$ cat config.mk
export PLATFORM = sky130hd
export DESIGN_NAME = dmem_arbiter
export DESIGN_NICKNAME = d
export VERILOG_FILES = /design/src/rtl/dmem_arbiter.sv
export SDC_FILE = /design/constraint.sdc
export NUM_CORES = 1
export LEC_CHECK = 0
export ABC_AREA = 1
export CAP_MARGIN = 25
export CORE_AREA = 2 2 116 118
export CTS_CLUSTER_DIAMETER = 80
export CTS_CLUSTER_SIZE = 28
export DETAILED_ROUTE_END_ITERATION = 6
export DIE_AREA = 0 0 118 120
export PLACE_DENSITY = 0.68
export SYNTH_ARGS = -nofsm -noshare
export SYNTH_HDL_FRONTEND = slang
export SYNTH_SLANG_ARGS = --single-unit
$ cat constraint.sdc
create_clock -name clk -period 4.38 [get_ports clk]
set_input_delay 0.876 -clock clk [delete_from_list [all_inputs] [get_ports clk]]
set_output_delay 0.876 -clock clk [all_outputs]
set_load 0.01 [all_outputs]
$ cat src/rtl/dmem_arbiter.sv
// Data-memory arbiter: CPU MEM stage vs DMA master.
// CPU has priority; a starvation counter forces periodic DMA grants.
module dmem_arbiter #(
    parameter int ADDR_W       = 32,
    parameter int DATA_W       = 32,
    parameter int STARVE_LIMIT = 4,
    parameter int CNT_W        = 3
) (
    input  logic              clk,
    input  logic              reset,
    input  logic              cpu_req,
    input  logic              cpu_wr,
    input  logic [ADDR_W-1:0] cpu_addr,
    input  logic [DATA_W-1:0] cpu_wdata,
    output logic              cpu_gnt,
    output logic              cpu_stall,
    output logic              cpu_rvalid,
    output logic [DATA_W-1:0] cpu_rdata,
    input  logic              dma_req,
    input  logic              dma_wr,
    input  logic [ADDR_W-1:0] dma_addr,
    input  logic [DATA_W-1:0] dma_wdata,
    output logic              dma_gnt,
    output logic              dma_rvalid,
    output logic [DATA_W-1:0] dma_rdata,
    output logic [ADDR_W-1:0] mem_addr,
    output logic              mem_rd,
    output logic              mem_wr,
    output logic [DATA_W-1:0] mem_wdata,
    input  logic [DATA_W-1:0] mem_rdata
);

    localparam logic [CNT_W-1:0] LIMIT = CNT_W'(STARVE_LIMIT);

    logic [CNT_W-1:0] starve_cnt;
    logic             force_dma;

    assign force_dma = dma_req & (starve_cnt == LIMIT);
    assign dma_gnt   = dma_req & (force_dma | ~cpu_req);
    assign cpu_gnt   = cpu_req & ~dma_gnt;
    assign cpu_stall = cpu_req & ~cpu_gnt;

    // Route the granted master onto the memory port; CPU side when idle.
    always_comb begin
        mem_addr  = cpu_addr;
        mem_wdata = cpu_wdata;
        mem_rd    = cpu_gnt & ~cpu_wr;
        mem_wr    = cpu_gnt & cpu_wr;
        if (dma_gnt) begin
            mem_addr  = dma_addr;
            mem_wdata = dma_wdata;
            mem_rd    = ~dma_wr;
            mem_wr    = dma_wr;
        end
    end

    // Count consecutive denied DMA cycles, saturating at the limit.
    always_ff @(posedge clk or posedge reset) begin
        if (reset) begin
            starve_cnt <= '0;
        end else if (dma_req & ~dma_gnt) begin
            if (starve_cnt != LIMIT)
                starve_cnt <= starve_cnt + CNT_W'(1);
        end else begin
            starve_cnt <= '0;
        end
    end

    // Capture read data one cycle after a read grant.
    always_ff @(posedge clk or posedge reset) begin
        if (reset) begin
            cpu_rvalid <= 1'b0;
            dma_rvalid <= 1'b0;
            cpu_rdata  <= '0;
            dma_rdata  <= '0;
        end else begin
            cpu_rvalid <= cpu_gnt & ~cpu_wr;
            dma_rvalid <= dma_gnt & ~dma_wr;
            if (cpu_gnt & ~cpu_wr)
                cpu_rdata <= mem_rdata;
            if (dma_gnt & ~dma_wr)
                dma_rdata <= mem_rdata;
        end
    end

endmodule

==> reports/qor.yml, run 1 <==
vias: 4174
instances_no_fill: 981
syn_nets: 678
initial_utilization: 0.270
yosys.area_share.simple: 0.439
synthAdderAreaFrac: 0.00715
rr_worst_depth: 9
cts_setup_buffers: 0
routed_wl_um: 14400
fmax_mhz: 277
fin_area_um2: 7000
cts_hold_buf: 0
maxCapViolCount: 0
synth_mux_area_frac: 0
cts_num_sinks: 69
ctsResizeCount: 0
dp_hpwl_um: 11100
grt_pass1_wl_um: 22500
fin_util: 0.539
synth_area_um2: 3500
core_um2: 13000
cts_tree: "yes"
synth_area_per_cell_um2: 6.87
grtUsageTotal: 0.199
grt_pass1_vias: 4123
clk_latency_ps: 330
ys_warn_count: 0
drc_errors: 0
power_mw: 2.23
nets: 968
row_count: 42
path_clk_slew_ps: 60
layout_commonest_cell: "nand2_1"
n_fill_cell: 1236
hp-class: "register to register"
dieArea_um2: 14200
gp_congestion: 0.842
cp_max_fo: 65
multiInputGateArea_um2: 1600
vias_per_cell: 4.25
synth_top_family_by_area: "simple AND/OR/NAND/NOR gates"
synth_top_cell_area_share: 0.493
htree_levels: 3
die_width_um: 118
dp_slack_ps: 791
period_share: 0.824
root_buffer: "clkbuf_16"
grt_start_max_net_pins: 66
regArea_um2: 1730
finalHoldViolations: 0
status: "complete, no violations"
synth-seq-cells: 69
hold_depth: 1
grt_overflow: 0
skew_ps: 3.64
pin_count: 301
hold_slack_ps: 452
netlist_instances: 510
place_area_um2: 6660
worstPathArrival_ps: 2730
wl_per_cell_um: 14.7
rsz0062_at_grt: "false"
setup_viol: 0
worst_slew_pin_slew_ps: 704
p_leak_nw: 3.41
synth_compound_area_frac: 0.00607
end_kind: "output port"
io_buffers: 300
synth-xor-area-share: 0.00250
setup-tns-final_ps: 0
cts_buffer_depth: 2
drt_iter0_drc: 295
synth_area_leaders: "dfrtp_1 49%, nand2_1 38%, nand3_1 4.7%"
drive_above_1_share: 0.0348
synth_cell_type_count: 15
area_growth_pct: 99.8
dp_cells: 964
synth_top_area_cell: "dfrtp_1"
ys_seq_area_frac: 0.493
peakVddDrop_uv: 172
final_cell_mix: "358 x nand2_1, 300 x clkdlybuf4s50_1, 69 x dfrtp_1, 33 x nand3_1, 9 x clkbuf_16"
setup_slack_ps: 772
first_pass_iters: 6
insertedDiodeCount: 0
ant_nets: 0
cts_inserted_buffers: 9
slew-limit-headroom: 0.530
die_y_um: 120
fin_crit_ps: 3610
critPathKind: "input pin to output port"
worstPathRequired_ps: 3500
slew_violations: 0
power_density_nw_per_um2: 319
cp-start-kind: "input pin"
antenna_found_initial: 0
==> registers in the layout (all words and copies together) (netlist names) <==
name and count:
cpu_rvalid 1, starve_cnt 3, dma_rdata 32, dma_rvalid 1, cpu_rdata 32
==> cell families (layout without fill, tap and decap cells) <==
kind of cell / count (synthesis) / after routing
AND/OR/NAND/NOR: 397 / 397
flip-flops: 69 / 69
buffers and inverters: 39 / 334
adder cells (fa/ha/maj): 2 / 2
AO/OA/AOI/OAI: 2 / 2
XOR/XNOR: 1 / 1
==> where the power goes <==
part | internal [mW] | leakage (nW) | total (mW) | switching, mW
clock network | 0.460 | 0.142 | 0.738 | 0.278
registers | 0.725 | 0.862 | 0.777 | 0.0514
logic | 0.423 | 2.41 | 0.715 | 0.292
==> final timing paths <==
| check | slack (ps) | to | start |
|---|---|---|---|
| setup reg to reg | 2440 | cpu_rdata[14]$_DFFE_PP0P_ | starve_cnt[0]$_DFFE_PP0P_ |
| max in group asynchronous | 2460 | cpu_rdata[10]$_DFFE_PP0P_ | reset |
| hold / removal | 450 | starve_cnt[0]$_DFFE_PP0P_ | starve_cnt[0]$_DFFE_PP0P_ |
| setup / recovery | 770 | mem_wdata[12] | dma_req |
| hold reg to reg | 450 | starve_cnt[0]$_DFFE_PP0P_ | starve_cnt[0]$_DFFE_PP0P_ |
| min in group asynchronous | 990 | cpu_rdata[12]$_DFFE_PP0P_ | reset |
==> per-layer routing <==
layer	share of wire	up-vias	routed length, um	track usage
met5	0	-	0	0
met4	0.0085	0	123	0.0301
met3	0.080	10	1150	0.0751
met2	0.48	160	6900	0.326
met1	0.43	1882	6250	0.255
li1	-	2122	-	-
==> cell type report <==
cell class | count | area share
Timing Repair Buffer | 308 | 0.444
Multi-Input combinational cell | 402 | 0.228
Inverter | 10 | 0.00536
Clock buffer | 10 | 0.0341
Clock inverter | 6 | 0.0100
Tap cell | 176 | 0.0315
Sequential cell | 69 | 0.247
==> synth_stat cells <==
library cell and number:
a21oi_4 1, buf_1 3, buf_2 16, buf_4 4, clkbuf_1 6, clkinv_1 1, dfrtp_1 69, ha_1 2
inv_1 9, nand2_1 359, nand3_1 33, nand3b_2 1, nor2_1 4, o21ai_0 1, xnor2_1 1
==> critical path, cell delays in order <==
cell             delay [ps]
clkdlybuf4s50_1         540
inv_1                    90
a21oi_4                 170
buf_12                  270
nand2_1                 120
nand2_1                  90
clkdlybuf4s50_1         540
No activity file was read; power rests on OpenSTA's default activity.
==> run 2: changes to the inputs <==
--- a/config.mk
+++ b/config.mk
@@ -7,12 +7,13 @@
 export LEC_CHECK = 0
 export ABC_AREA = 1
 export CAP_MARGIN = 25
-export CORE_AREA = 2 2 116 118
+export CORE_ASPECT_RATIO = 0.75
+export CORE_MARGIN = 2
+export CORE_UTILIZATION = 29
 export CTS_CLUSTER_DIAMETER = 80
 export CTS_CLUSTER_SIZE = 28
 export DETAILED_ROUTE_END_ITERATION = 6
-export DIE_AREA = 0 0 118 120
-export PLACE_DENSITY = 0.68
+export PLACE_DENSITY = 0.74
 export SYNTH_ARGS = -nofsm -noshare
 export SYNTH_HDL_FRONTEND = slang
 export SYNTH_SLANG_ARGS = --single-unit
==> constraint.sdc (replaced) <==
create_clock -name clk -period 3.24 [get_ports clk]
set_input_delay 0.648 -clock clk [delete_from_list [all_inputs] [get_ports clk]]
set_output_delay 0.648 -clock clk [all_outputs]
set_load 0.01 [all_outputs]
==> reports/qor.yml, run 2 (synthesis gave the netlist of run 1 again) <==
status: "complete, no violations"
hold_slack_ps: 467
fmax_mhz: 321
final_cell_mix: "358 x nand2_1, 299 x clkdlybuf4s50_1, 69 x dfrtp_1, 32 x nand3_1, 12 x clkbuf_16"
initial_utilization: 0.299
setup-tns-final_ps: 0
pin_count: 301
row_count: 34
cts_buffer_depth: 2
cts_inserted_buffers: 9
first_pass_iters: 4
power_density_nw_per_um2: 430
vias: 4369
vias_per_cell: 4.49
skew_ps: 4.44
ant_nets: 0
antenna_found_initial: 0
insertedDiodeCount: 0
p_leak_nw: 3.49
grt_pass1_wl_um: 21700
grt_pass1_vias: 4238
rr_worst_depth: 9
setup_viol: 0
r2r_end: "cpu_rdata[15]$_DFFE_PP0P_"
grtUsageTotal: 0.217
peakVddDrop_uv: 313
routed_wl_um: 15300
hold_depth: 1
grt_start_max_net_pins: 65
period_share: 0.962
gp_congestion: 0.903
worstPathArrival_ps: 2470
area_growth_pct: 103
path_clk_slew_ps: 60
root_buffer: "clkbuf_16"
reg_top3: "cpu_rdata: 32 flops, dma_rdata: 32 flops, starve_cnt: 3 flops"
dp_slack_ps: 71.1
clk_latency_ps: 330
critPathKind: "input pin to output port"
slew-limit-headroom: 0.611
cts_tree: "yes"
core_um2: 11700
layout_commonest_cell: "nand2_1"
drt_iter0_drc: 328
drc_errors: 0
worst_slew_pin_slew_ps: 583
hp-class: "register to register"
io_buffers: 300
slew_violations: 0
cts_hold_buf: 0
dieArea_um2: 13000
r2r_slack_ps: 1320
maxCapViolCount: 0
die_y_um: 99.2
crit-reg2reg-launch: "starve_cnt[0]$_DFFE_PP0P_"
dp_hpwl_um: 11300
hold_start: "starve_cnt[0]$_DFFE_PP0P_"
cp_max_fo: 32
power_mw: 3.05
setup_slack_ps: 123
nets: 973
wl_per_cell_um: 15.7
fin_crit_ps: 3120
htree_levels: 3
die_width_um: 131
fin_area_um2: 7100
grt_overflow: 0
holdPathEnd: "starve_cnt[0]$_DFFE_PP0P_"
drive_above_1_share: 0.0420
end_kind: "output port"
cp-start-kind: "input pin"
finalHoldViolations: 0
place_area_um2: 6670
worstPathRequired_ps: 2590
rsz0062_at_grt: "false"
cts_num_sinks: 69
-- run 2: cell count changes in the layout (fill, tap and decap cells not counted), moves of 2 or more --
cell | previous run | this run
inv_6 | 2 | 0
buf_12 | 2 | 4
clkbuf_16 | 9 | 12
clkbuf_8 | 1 | 3
clkinv_2 | 0 | 3
clkinvlp_4 | 3 | 0
-- run 2: worst max-delay path, stage by stage --
cell and delay [ps]:
clkdlybuf4s50_1 600, nand2_1 160, nand2_4 130, buf_12 190
nand2_1 70, nand2_1 90, clkdlybuf4s50_1 550
-- run 2: repair_timing --
| item | in CTS | in global routing |
|---|---|---|
| buffers inserted | 0 | 1 |
| endpoints found under the setup margin | 0 | 55 |
| hold endpoints to repair | 0 | 0 |
| gates resized for setup | 0 | 5 |
-- run 2: area by class of cell --
cell class	count	area (um^2)
timing repair buffer	313	3210
sequential	69	1730
clock inverter	4	45.0
inverter	10	37.5
fill	990	4600
clock buffer	12	267
tap	162	203
multi-input combinational	402	1610
-- run 2: how the worst max path moves through the flow --
stage,from,endpoint,slack (ps),cells past startpoint
6_report,cpu_req,mem_wdata[13],120,7
5_1_grt,cpu_req,mem_wdata[13],30,7
4_1_cts,dma_req,mem_wdata[13],60,8
3_5_place_dp,dma_req,mem_wdata[28],70,8
3_3_place_gp,dma_req,mem_wdata[4],120,7
2_1_floorplan,reset,cpu_rdata[0]$_DFFE_PP0P_,850,1
-- run 2: where the power goes --
part | total (mW) | switching [mW] | internal, mW | leakage [nW]
Sequential | 1.05 | 0.0693 | 0.981 | 0.862
Combinational | 0.993 | 0.409 | 0.585 | 2.47
Clock | 1.01 | 0.355 | 0.654 | 0.158
Total | 3.05 | 0.833 | 2.22 | 3.49
-- run 2: layer usage --
metal / wire (um) / track usage
met5: 0 / 0
met3: 1580 / 0.0861
met1: 6010 / 0.258
met2: 7420 / 0.364
met4: 293 / 0.0630
-- run 2: metrics by stage --
| step | util | cells |
|---|---|---|
| 6_report | 0.607 | 972 |
| 5_1_grt | 0.607 | 972 |
| 4_1_cts | 0.597 | 968 |
| 3_5_place_dp | 0.570 | 952 |
| 3_3_place_gp | 0.570 | 952 |
| 2_1_floorplan | - | 510 |
==> run 3: changes to the inputs <==
--- a/config.mk
+++ b/config.mk
@@ -7,13 +7,12 @@
 export LEC_CHECK = 0
 export ABC_AREA = 1
 export CAP_MARGIN = 25
-export CORE_ASPECT_RATIO = 0.75
-export CORE_MARGIN = 2
-export CORE_UTILIZATION = 29
+export CORE_AREA = 2 2 118 120
 export CTS_CLUSTER_DIAMETER = 80
 export CTS_CLUSTER_SIZE = 28
 export DETAILED_ROUTE_END_ITERATION = 6
-export PLACE_DENSITY = 0.74
+export DIE_AREA = 0 0 120 122
+export PLACE_DENSITY = 0.66
 export SYNTH_ARGS = -nofsm -noshare
 export SYNTH_HDL_FRONTEND = slang
 export SYNTH_SLANG_ARGS = --single-unit
==> constraint.sdc (replaced) <==
create_clock -name clk -period 3.3 [get_ports clk]
set_input_delay 0.66 -clock clk [delete_from_list [all_inputs] [get_ports clk]]
set_output_delay 0.66 -clock clk [all_outputs]
set_load 0.01 [all_outputs]
==> reports/qor.yml, run 3 (synthesis gave the netlist of run 1 again) <==
pin_count: 301
ant_nets: 0
skew_ps: 6.03
hold_slack_ps: 464
setup_viol: 0
wl_per_cell_um: 15.6
routed_wl_um: 15400
critPathKind: "input pin to output port"
slew-limit-headroom: 0.480
cp_slowest_stage_delay_ps: 540
grt_overflow: 0
io_buffers: 300
cts_buffer_depth: 2
path_buf_inv: 3
reg_top3: "cpu_rdata: 32 flops, dma_rdata: 32 flops, starve_cnt: 3 flops"
drc_errors: 0
final_cell_mix: "358 x nand2_1, 299 x clkdlybuf4s50_1, 69 x dfrtp_1, 32 x nand3_1, 11 x clkbuf_16"
crit_chain: "clkdlybuf4s50_1 > a21oi_4 > buf_12 > nand2_1 > nand2_1 > clkdlybuf4s50_1"
setup-tns-final_ps: 0
crit-reg2reg-launch: "starve_cnt[0]$_DFFE_PP0P_"
period_share: 0.952
fmax_mhz: 318
finalHoldViolations: 0
clk_latency_ps: 330
power_mw: 3.04
fin_util: 0.524
cts_tree: "yes"
core_um2: 13500
slew_violations: 0
dieArea_um2: 14600
htree_levels: 3
path_clk_slew_ps: 60
drive_above_1_share: 0.0384
grt_pass1_vias: 4146
worst_slew_pin_slew_ps: 778
cts_inserted_buffers: 9
power_density_nw_per_um2: 429
maxCapViolCount: 0
die_width_um: 120
root_buffer: "clkbuf_16"
nets: 971
r2r_end: "cpu_rdata[24]$_DFFE_PP0P_"
grt_start_max_net_pins: 64
crit_path_end: "mem_wdata[15]"
first_pass_iters: 4
critPathSlowestCell: "clkdlybuf4s50_1"
insertedDiodeCount: 0
cts_num_sinks: 69
layout_commonest_cell: "nand2_1"
gp_congestion: 0.805
cp_max_fo: 30
vias: 4247
grt_pass1_wl_um: 22400
worstPathArrival_ps: 2480
area_growth_pct: 102
dp_hpwl_um: 11300
drt_iter0_drc: 332
initial_utilization: 0.259
cts_hold_buf: 0
die_y_um: 122
ctsResizeCount: 0
hp-class: "register to register"
status: "complete, no violations"
grtUsageTotal: 0.195
rsz0062_at_grt: "false"
vias_per_cell: 4.30
p_leak_nw: 3.46
crit_family: "buffers and inverters"
cp.depth: 6
cts_setup_buffers: 0
end_kind: "output port"
worstPathRequired_ps: 2640
cp-startpoint: "cpu_req"
row_count: 43
r2r_slack_ps: 1300
cp-start-kind: "input pin"
rr_worst_depth: 9
peakVddDrop_uv: 219
fin_crit_ps: 3140
antenna_found_initial: 0
[run 3: stage by stage]
step | cells | setup slack (ps) | instance area, um^2
finish | 987 | 158 | 7080
global route | 987 | 40.0 | 7080
detailed placement | 970 | 122 | 6690
global placement | 970 | 146 | 6690
CTS | 985 | 119 | 7020
floorplan | 510 | 900 | 3500
[run 3: worst min-delay path by stage]
stage	to	slack, ps	depth (start not counted)	startpoint
detailed placement	dma_rdata[31]$_DFFE_PP0P_	460	2	dma_rdata[31]$_DFFE_PP0P_
floorplan	starve_cnt[0]$_DFFE_PP0P_	430	1	starve_cnt[0]$_DFFE_PP0P_
global placement	starve_cnt[0]$_DFFE_PP0P_	440	1	starve_cnt[0]$_DFFE_PP0P_
CTS	starve_cnt[0]$_DFFE_PP0P_	470	1	starve_cnt[0]$_DFFE_PP0P_
finish	starve_cnt[0]$_DFFE_PP0P_	460	1	starve_cnt[0]$_DFFE_PP0P_
global route	dma_rdata[11]$_DFFE_PP0P_	490	2	dma_rdata[11]$_DFFE_PP0P_
[run 3: worst reg2reg max path: cells and delay by family, from the launching register on]
| family | cells | cell delay [ps] |
|---|---|---|
| buf+inv | 4 | 880 |
| fa+ha+maj | 1 | 200 |
| flops | 1 | 400 |
| simple gates | 4 | 410 |
[run 3: routing by layer]
metal / global-route usage / share of wire / vias to the layer above
met1: 0.264 / 0.44 / 1928
met3: 0.0576 / 0.077 / 13
li1: - / - / 2125
met4: 0.0471 / 0.011 / 0
met5: 0 / 0 / -
met2: 0.308 / 0.48 / 181
[run 3: cell type report]
cell class	instances	area, um^2
repair buffers	311	3160
well taps	180	225
fillers	1247	6420
multi-input cells	402	1610
clock buffers	10	239
flip-flops and latches	69	1730
clock inverters	5	83.8
inverters	10	37.5
[run 3: power breakdown]
group          internal [mW]  switching, mW  total [mW]  leakage, nW
clock network          0.680          0.363        1.04        0.151
registers              0.963         0.0670        1.03        0.862
logic                  0.568          0.397       0.965         2.45
total                   2.21          0.827        3.04         3.46
